## src/rtl/snake_pkg.sv

```systemverilog
// Shared constants and helpers for the snake direction controller.
package snake_pkg;

  // Direction codes; the opposite direction always differs in bit 0 only.
  localparam logic [1:0] DIR_UP    = 2'b00;
  localparam logic [1:0] DIR_DOWN  = 2'b01;
  localparam logic [1:0] DIR_LEFT  = 2'b10;
  localparam logic [1:0] DIR_RIGHT = 2'b11;

  // Key vector bit positions.
  localparam int KEY_UP      = 0;
  localparam int KEY_DOWN    = 1;
  localparam int KEY_LEFT    = 2;
  localparam int KEY_RIGHT   = 3;
  localparam int KEY_PAUSE   = 4;
  localparam int KEY_RESTART = 5;
  localparam int KEY_W       = 6;

  // 180-degree reversal of a direction.
  function automatic logic [1:0] opposite(input logic [1:0] d);
    return d ^ 2'b01;
  endfunction

  // Highest-priority direction among simultaneous presses: up > down > left > right.
  function automatic logic [1:0] pick_dir(input logic [3:0] p);
    logic [1:0] d;
    if (p[KEY_UP]) begin
      d = DIR_UP;
    end else if (p[KEY_DOWN]) begin
      d = DIR_DOWN;
    end else if (p[KEY_LEFT]) begin
      d = DIR_LEFT;
    end else begin
      d = DIR_RIGHT;
    end
    return d;
  endfunction

endpackage

```

## src/rtl/snake_dir_ctrl_if.sv

```systemverilog
// Key inputs and game-command outputs between the debouncer, this controller and the snake core.
interface snake_dir_ctrl_if;
  import snake_pkg::*;

  logic [KEY_W-1:0] key_n;
  logic             tick;
  logic [1:0]       dir;
  logic             step;
  logic             paused;
  logic             restart_pulse;
  logic [KEY_W-1:0] key_press;
  logic             dir_drop;

  // Stimulus side (debouncer + step timer).
  modport master (
    output key_n, tick,
    input  dir, step, paused, restart_pulse, key_press, dir_drop
  );

  // Controller side.
  modport slave (
    input  key_n, tick,
    output dir, step, paused, restart_pulse, key_press, dir_drop
  );
endinterface

```

## src/rtl/snake_dir_fifo.sv

```systemverilog
// Small FIFO of pending direction changes; push and pop may coincide even when full.
module snake_dir_fifo
  import snake_pkg::*;
#(
  parameter int DEPTH = 2
) (
  input  logic       pixel_clk,
  input  logic       sys_rst_n,
  input  logic       i_push,
  input  logic       i_pop,
  input  logic       i_flush,
  input  logic [1:0] i_din,
  output logic [1:0] o_head,
  output logic [1:0] o_tail,
  output logic       o_empty,
  output logic       o_full
);

  localparam int PTR_W = (DEPTH > 1) ? $clog2(DEPTH) : 1;
  localparam int CNT_W = $clog2(DEPTH + 1);
  localparam logic [PTR_W-1:0] LAST_PTR = PTR_W'(DEPTH - 1);
  localparam logic [CNT_W-1:0] FULL_CNT = CNT_W'(DEPTH);

  logic [1:0]       r_mem [DEPTH];
  logic [PTR_W-1:0] r_wr_ptr;
  logic [PTR_W-1:0] r_rd_ptr;
  logic [CNT_W-1:0] r_count;

  logic             w_push_ok;
  logic             w_pop_ok;
  logic [PTR_W-1:0] w_tail_ptr;

  // Pointer advance with wrap at the configured depth (not a power of two in general).
  function automatic logic [PTR_W-1:0] next_ptr(input logic [PTR_W-1:0] p);
    return (p == LAST_PTR) ? {PTR_W{1'b0}} : p + PTR_W'(1);
  endfunction

  assign o_empty    = (r_count == {CNT_W{1'b0}});
  assign o_full     = (r_count == FULL_CNT);
  assign w_pop_ok   = i_pop & ~o_empty;
  // A full FIFO still takes a push when the same cycle pops.
  assign w_push_ok  = i_push & (~o_full | w_pop_ok);
  assign w_tail_ptr = (r_wr_ptr == {PTR_W{1'b0}}) ? LAST_PTR : r_wr_ptr - PTR_W'(1);
  assign o_head     = r_mem[r_rd_ptr];
  assign o_tail     = r_mem[w_tail_ptr];

  // Storage write; contents cleared on reset so head/tail are never X.
  always_ff @(posedge pixel_clk or negedge sys_rst_n) begin
    if (!sys_rst_n) begin
      for (int i = 0; i < DEPTH; i++) begin
        r_mem[i] <= 2'b00;
      end
    end else if (w_push_ok && !i_flush) begin
      r_mem[r_wr_ptr] <= i_din;
    end else begin
      r_mem <= r_mem;
    end
  end

  // Read/write pointers and occupancy; flush empties the queue in one cycle.
  always_ff @(posedge pixel_clk or negedge sys_rst_n) begin
    if (!sys_rst_n) begin
      r_wr_ptr <= {PTR_W{1'b0}};
      r_rd_ptr <= {PTR_W{1'b0}};
      r_count  <= {CNT_W{1'b0}};
    end else if (i_flush) begin
      r_wr_ptr <= {PTR_W{1'b0}};
      r_rd_ptr <= {PTR_W{1'b0}};
      r_count  <= {CNT_W{1'b0}};
    end else begin
      if (w_push_ok) begin
        r_wr_ptr <= next_ptr(r_wr_ptr);
      end else begin
        r_wr_ptr <= r_wr_ptr;
      end
      if (w_pop_ok) begin
        r_rd_ptr <= next_ptr(r_rd_ptr);
      end else begin
        r_rd_ptr <= r_rd_ptr;
      end
      case ({w_push_ok, w_pop_ok})
        2'b10:   r_count <= r_count + CNT_W'(1);
        2'b01:   r_count <= r_count - CNT_W'(1);
        default: r_count <= r_count;
      endcase
    end
  end

endmodule

```

## src/rtl/snake_dir_ctrl.sv

```systemverilog
// Key-to-command controller: press detection, direction queueing, pause and restart.
module snake_dir_ctrl
  import snake_pkg::*;
#(
  parameter int         DIR_FIFO_DEPTH = 2,
  parameter logic [1:0] INIT_DIR       = 2'b11
) (
  input  logic              pixel_clk,
  input  logic              sys_rst_n,
  snake_dir_ctrl_if.slave   bus
);

  logic [KEY_W-1:0] r_key_prev;
  logic [KEY_W-1:0] r_key_press;
  logic [1:0]       r_dir;
  logic             r_step;
  logic             r_paused;
  logic             r_restart_pulse;
  logic             r_dir_drop;

  logic [KEY_W-1:0] w_press;
  logic             w_restart;
  logic             w_pause_tgl;
  logic             w_dir_req;
  logic             w_tick_act;
  logic [1:0]       w_cand;
  logic [1:0]       w_ref;
  logic             w_reject;
  logic             w_push;
  logic             w_pop;
  logic             w_drop;
  logic [1:0]       w_fifo_head;
  logic [1:0]       w_fifo_tail;
  logic             w_fifo_empty;
  logic             w_fifo_full;

  // Falling edge of an active-low key is a press.
  assign w_press     = r_key_prev & ~bus.key_n;
  // Restart overrides everything else seen in the same cycle.
  assign w_restart   = w_press[KEY_RESTART];
  assign w_pause_tgl = w_press[KEY_PAUSE] & ~w_restart;
  // Direction presses and ticks are frozen by the current pause level.
  assign w_dir_req   = (|w_press[KEY_RIGHT:KEY_UP]) & ~r_paused & ~w_restart;
  assign w_tick_act  = bus.tick & ~r_paused & ~w_restart;
  assign w_cand      = pick_dir(w_press[KEY_RIGHT:KEY_UP]);
  // New direction is judged against the last queued one, or the live one when nothing is queued.
  assign w_ref       = w_fifo_empty ? r_dir : w_fifo_tail;
  assign w_reject    = (w_cand == w_ref) | (w_cand == opposite(w_ref));
  assign w_pop       = w_tick_act & ~w_fifo_empty;
  assign w_push      = w_dir_req & ~w_reject & (~w_fifo_full | w_pop);
  assign w_drop      = w_dir_req & ~w_reject & w_fifo_full & ~w_pop;

  snake_dir_fifo #(
    .DEPTH (DIR_FIFO_DEPTH)
  ) u_fifo (
    .pixel_clk (pixel_clk),
    .sys_rst_n (sys_rst_n),
    .i_push    (w_push),
    .i_pop     (w_pop),
    .i_flush   (w_restart),
    .i_din     (w_cand),
    .o_head    (w_fifo_head),
    .o_tail    (w_fifo_tail),
    .o_empty   (w_fifo_empty),
    .o_full    (w_fifo_full)
  );

  // Key history and registered per-key press pulses.
  always_ff @(posedge pixel_clk or negedge sys_rst_n) begin
    if (!sys_rst_n) begin
      r_key_prev  <= {KEY_W{1'b1}};
      r_key_press <= {KEY_W{1'b0}};
    end else begin
      r_key_prev  <= bus.key_n;
      r_key_press <= w_press;
    end
  end

  // Current direction and move strobe; dir changes in the same cycle step rises.
  always_ff @(posedge pixel_clk or negedge sys_rst_n) begin
    if (!sys_rst_n) begin
      r_dir  <= INIT_DIR;
      r_step <= 1'b0;
    end else if (w_restart) begin
      r_dir  <= INIT_DIR;
      r_step <= 1'b0;
    end else begin
      r_step <= w_tick_act;
      if (w_pop) begin
        r_dir <= w_fifo_head;
      end else begin
        r_dir <= r_dir;
      end
    end
  end

  // Pause level plus restart and drop strobes.
  always_ff @(posedge pixel_clk or negedge sys_rst_n) begin
    if (!sys_rst_n) begin
      r_paused        <= 1'b0;
      r_restart_pulse <= 1'b0;
      r_dir_drop      <= 1'b0;
    end else begin
      r_restart_pulse <= w_restart;
      r_dir_drop      <= w_drop;
      if (w_restart) begin
        r_paused <= 1'b0;
      end else if (w_pause_tgl) begin
        r_paused <= ~r_paused;
      end else begin
        r_paused <= r_paused;
      end
    end
  end

  assign bus.dir           = r_dir;
  assign bus.step          = r_step;
  assign bus.paused        = r_paused;
  assign bus.restart_pulse = r_restart_pulse;
  assign bus.key_press     = r_key_press;
  assign bus.dir_drop      = r_dir_drop;

endmodule

```

## src/flat_wrapper.sv

```systemverilog
// flat-port wrapper written by rule: the top's interface ports become plain ports
module snake_dir_ctrl_flat import snake_pkg::*;
#(
  parameter int         DIR_FIFO_DEPTH = 2,
  parameter logic [1:0] INIT_DIR       = 2'b11
)
  (pixel_clk, sys_rst_n, bus_key_n, bus_tick, bus_dir, bus_step, bus_paused, bus_restart_pulse, bus_key_press, bus_dir_drop);
  snake_dir_ctrl_if bus_i ();
  input  logic pixel_clk;
  input  logic sys_rst_n;
  input wire logic [$bits(bus_i.key_n)-1:0] bus_key_n;
  input wire logic [$bits(bus_i.tick)-1:0] bus_tick;
  output wire logic [$bits(bus_i.dir)-1:0] bus_dir;
  output wire logic [$bits(bus_i.step)-1:0] bus_step;
  output wire logic [$bits(bus_i.paused)-1:0] bus_paused;
  output wire logic [$bits(bus_i.restart_pulse)-1:0] bus_restart_pulse;
  output wire logic [$bits(bus_i.key_press)-1:0] bus_key_press;
  output wire logic [$bits(bus_i.dir_drop)-1:0] bus_dir_drop;
  assign bus_i.key_n = bus_key_n;
  assign bus_i.tick = bus_tick;
  assign bus_dir = bus_i.dir;
  assign bus_step = bus_i.step;
  assign bus_paused = bus_i.paused;
  assign bus_restart_pulse = bus_i.restart_pulse;
  assign bus_key_press = bus_i.key_press;
  assign bus_dir_drop = bus_i.dir_drop;
  snake_dir_ctrl #(.DIR_FIFO_DEPTH(DIR_FIFO_DEPTH), .INIT_DIR(INIT_DIR)) u_core (.pixel_clk(pixel_clk), .sys_rst_n(sys_rst_n), .bus(bus_i));
endmodule
```

## config.mk

```make
export PLATFORM = sky130hd
export DESIGN_NAME = snake_dir_ctrl_flat
export DESIGN_NICKNAME = d
export VERILOG_FILES = /design/src/rtl/snake_pkg.sv /design/src/rtl/snake_dir_ctrl_if.sv /design/src/rtl/snake_dir_fifo.sv /design/src/rtl/snake_dir_ctrl.sv /design/src/flat_wrapper.sv
export SDC_FILE = /design/constraint.sdc
export NUM_CORES = 1
export LEC_CHECK = 0
export BUFFER_PORTS_ARGS = -buffer_cell sky130_fd_sc_hd__buf_4
export CORE_MARGIN = 5
export CORE_UTILIZATION = 52
export DETAILED_ROUTE_END_ITERATION = 12
export MAX_ROUTING_LAYER = met4
export PLACE_DENSITY = 0.84
export SLEW_MARGIN = 40
export SYNTH_ARGS = -nofsm -noshare
export SYNTH_HDL_FRONTEND = slang
export SYNTH_SLANG_ARGS = --single-unit
```

## constraint.sdc

```tcl
create_clock -name pixel_clk -period 3.1 [get_ports pixel_clk]
set_clock_uncertainty 0.2 [all_clocks]
set_input_delay 0.62 -clock pixel_clk [delete_from_list [all_inputs] [get_ports pixel_clk]]
set_output_delay 0.62 -clock pixel_clk [all_outputs]
set_load 0.005 [all_outputs]
```

==> out/qor.txt <==
Worst Hold Path Cells = 1
Sequential Power Share = 52.4%
final setup vio count = 0
synth top area cells = dfrtp_1 (42%), dfstp_2 (21%), nor2b_1 (3.1%)
htree depth = 1
IO Port Bufs = 20
Clock Power Share = 15.9%
Ant. Diodes = 0
Synth Warn # = 0
area grow syn2layout = 20.5%
placed cell count = 126
Synth cell types = 33
die area = 2950 sq um
met1 Use GR = 17.6%
Seq/Total Area, Yosys = 62.3%
I/O pins = 21
CTS max path bufs = 2
Post-synth top cells = dfrtp_1 (17), dfstp_2 (8), nor2_1 (7), nor2b_1 (5), nand2_1 (4)
placer congestion estimate = 0.766
Leak = 0.559 nW
clk sinks = 25
Final Max Tran Viols = 0
design area = 1230 sq um
Worst Path Required = 3150 ps
Fin. Hold Viols = 0
Non-Filler Instances = 131
fmax = 410 MHz
# rows = 16
Crit-path slowest cell = dfrtp_1
Crit. End Element = flip-flop
clk slew on worst S/H paths = 130 ps
syn nets = 91
Crit Path Max Fanout = 5
Final nets = 115
worst-path cell chain = or2_1, a21oi_2, mux2i_2, nand2_1, ha_1, or3_1, a21oi_1
Initial Util = 53.1%
RSZ-0062 raised after global routing = false
PwrDens = 726 nW/um^2
die height = 54.3 microns
hpwl dp = 1.19 mm
dominant cell type by area after synthesis = dfrtp_1
Syn Inst Count = 81
met2 Use GR = 19.7%
Vias = 645
Slew @ Worst Pin = 353 ps
wire length per cell = 12.0 microns
crit-path max cell delay = 460 ps
peak supply drop = 0.541 mV
Logic pwr share = 31.8%
Net Sw Power = 0.282 mW
status = finished, final reports clean
number of global-route vias before repair = 609
Avg Inst Size Synth = 12.6 sq um
Die X = 54.3 microns
share of post-route cells with drive strength above 1 = 37.5%
Top FF cell, synth = dfrtp_1
first-pass GRT wire length = 2.65 mm
Remaining DRCs = 0
most instantiated library cell after synthesis = dfrtp_1
cts repair resizes = 0
Hold Buf Count CTS = 1
max cap viols = 0
fin crit period = 2440 ps
Async S/R FF share, synth = 100%
Placeable Area = 1920 sq um
setup TNS = 0 ps
Vias/cell = 4.92
post-place setup slack = 470 ps
setup ws final = 664 ps
Hold WC Path Type = in -> reg
root buffer cell = clkbuf_4
GR met3 Demand/Resource = 2.45%
Cell Int Power = 0.610 mW
Yosys top cell area share = 41.7%
number of synthesized flops with an enable pin = 0
fin crit share = 78.6%
DP Area = 1190 sq um
initial antenna violation count = 0
Setup CP Type = reg -> reg
layer with the highest usage = met2
CTS tree = yes
pin count of the biggest net entering global routing = 26
Slew headroom = 76.4%
crit path launch type = flip-flop
final WL = 1.57 mm
Routed Antenna Nets = 0
Multi-input gate area = 357 sq um
register area = 636 sq um
number of synthesized register bits = 25
worst reg-to-reg path cell count = 7
Crit path arrival time = 2490 ps
clock latency on the worst-skew pair = 310 ps
cell area after synthesis = 1020 sq um
clock buffer count from CTS = 3
GRT Util Overall = 13.1%
fillers = 159
Setup Fix Bufs, Post-CTS = 0
Congestion Overflow GR = 0
sw frac = 31.6%
1st-iter DRT viols = 3
TritonRoute pass-1 iters = 2
## layer usage
metal | vias to the layer above | wire, microns
li1 | 321 | -
met1 | 306 | 741
met2 | 16 | 729
met3 | 2 | 78
met4 | 0 | 24
met5 | - | 0
## critical path, delay by kind of cell, from the launching register on
kind	cells	cell delay (ps)
adders and majority gates	1	330
and+or+nand+nor	3	730
DFF	1	460
muxes	1	340
AOI/OAI and AO/OA	2	320
## power groups by stage
stage	sequential [mW]	combinational (mW)	clock [mW]
after floorplan	0.460	0.206	0
after global placement	0.470	0.279	0
after detailed placement	0.472	0.287	0
after CTS	0.465	0.288	0.145
after global routing	0.477	0.325	0.161
final	0.467	0.283	0.142
## flip-flops by register name, indices dropped and copies added, names as in the netlist
name / cells
u_core.u_fifo.r_wr_ptr: 1
u_core.u_fifo.r_count: 2
u_core.u_fifo.r_rd_ptr: 1
u_core.bus.paused: 1
u_core.r_key_prev: 6
u_core.u_fifo.r_mem: 4
u_core.bus.dir: 2
u_core.bus.key_press: 6
u_core.bus.dir_drop: 1
u_core.bus.step: 1
## final cells by class
cell class | count | share of cell area, %
clock buffers | 3 | 1.83
clock inverters | 1 | 0.407
inverters | 4 | 1.22
multi-input cells | 50 | 29.0
flip-flops and latches | 25 | 51.7
well taps | 27 | 2.75
repair buffers | 21 | 13.0
## placed cells by master (no fill, tap or decap)
master / count
clkinv_1: 1
mux2_2: 2
inv_2: 1
buf_4: 20
nor2b_1: 5
and4_1: 1
mux2i_1: 3
o221ai_1: 1
and2_1: 1
or3_1: 1
nand3_1: 1
nand3b_1: 1
a21oi_2: 1
mux2_1: 2
a21oi_1: 2
o2bb2ai_1: 2
inv_1: 2
nand2b_1: 2
o21ai_0: 2
and2_2: 1
a211oi_2: 1
xor2_1: 1
dlygate4sd3_1: 1
clkbuf_4: 3
xnor2_1: 3
a32o_1: 1
nor3_1: 2
ha_1: 1
or2_1: 1
nand2_1: 4
dfstp_2: 8
nor2_1: 7
dfrtp_1: 17
mux2i_2: 1
clkinv_2: 1
## path summary, 6_finish.rpt
kind                                               start                        to  slack (ps)
worst min register to register    u_core.u_fifo.r_mem[2]    u_core.u_fifo.r_mem[2]         310
worst min-delay path                        bus_key_n[5]      u_core.r_key_prev[5]         200
max in group asynchronous                      sys_rst_n      u_core.r_key_prev[3]        1900
min in group asynchronous                      sys_rst_n    u_core.u_fifo.r_wr_ptr         520
worst max register to register  u_core.u_fifo.r_count[0]  u_core.u_fifo.r_count[1]         660
worst max-delay path            u_core.u_fifo.r_count[0]  u_core.u_fifo.r_count[1]         660
## stage by stage
step / total power, mW / hold slack (ps) / utilization (%)
2_1_floorplan: 0.667 / 124 / -
4_1_cts: 0.899 / 196 / 63.9
6_report: 0.892 / 201 / 63.9
5_1_grt: 0.963 / 180 / 63.9
3_3_place_gp: 0.748 / 270 / 62.0
3_5_place_dp: 0.759 / 288 / 62.0
## logic make-up (layout without fill, tap and decap cells)
kind of cell	count (synthesis)	count (layout)	share of synthesized area, %
buffers and inverters	6	29	2.70
AND/OR/NAND/NOR	27	27	14.0
multiplexers	8	8	8.71
adder cells (fa/ha/maj)	1	1	1.23
flip-flops	25	25	62.3
XOR/XNOR	4	4	3.44
AO/OA/AOI/OAI	10	10	7.61
(Power assumes the default switching activity.)
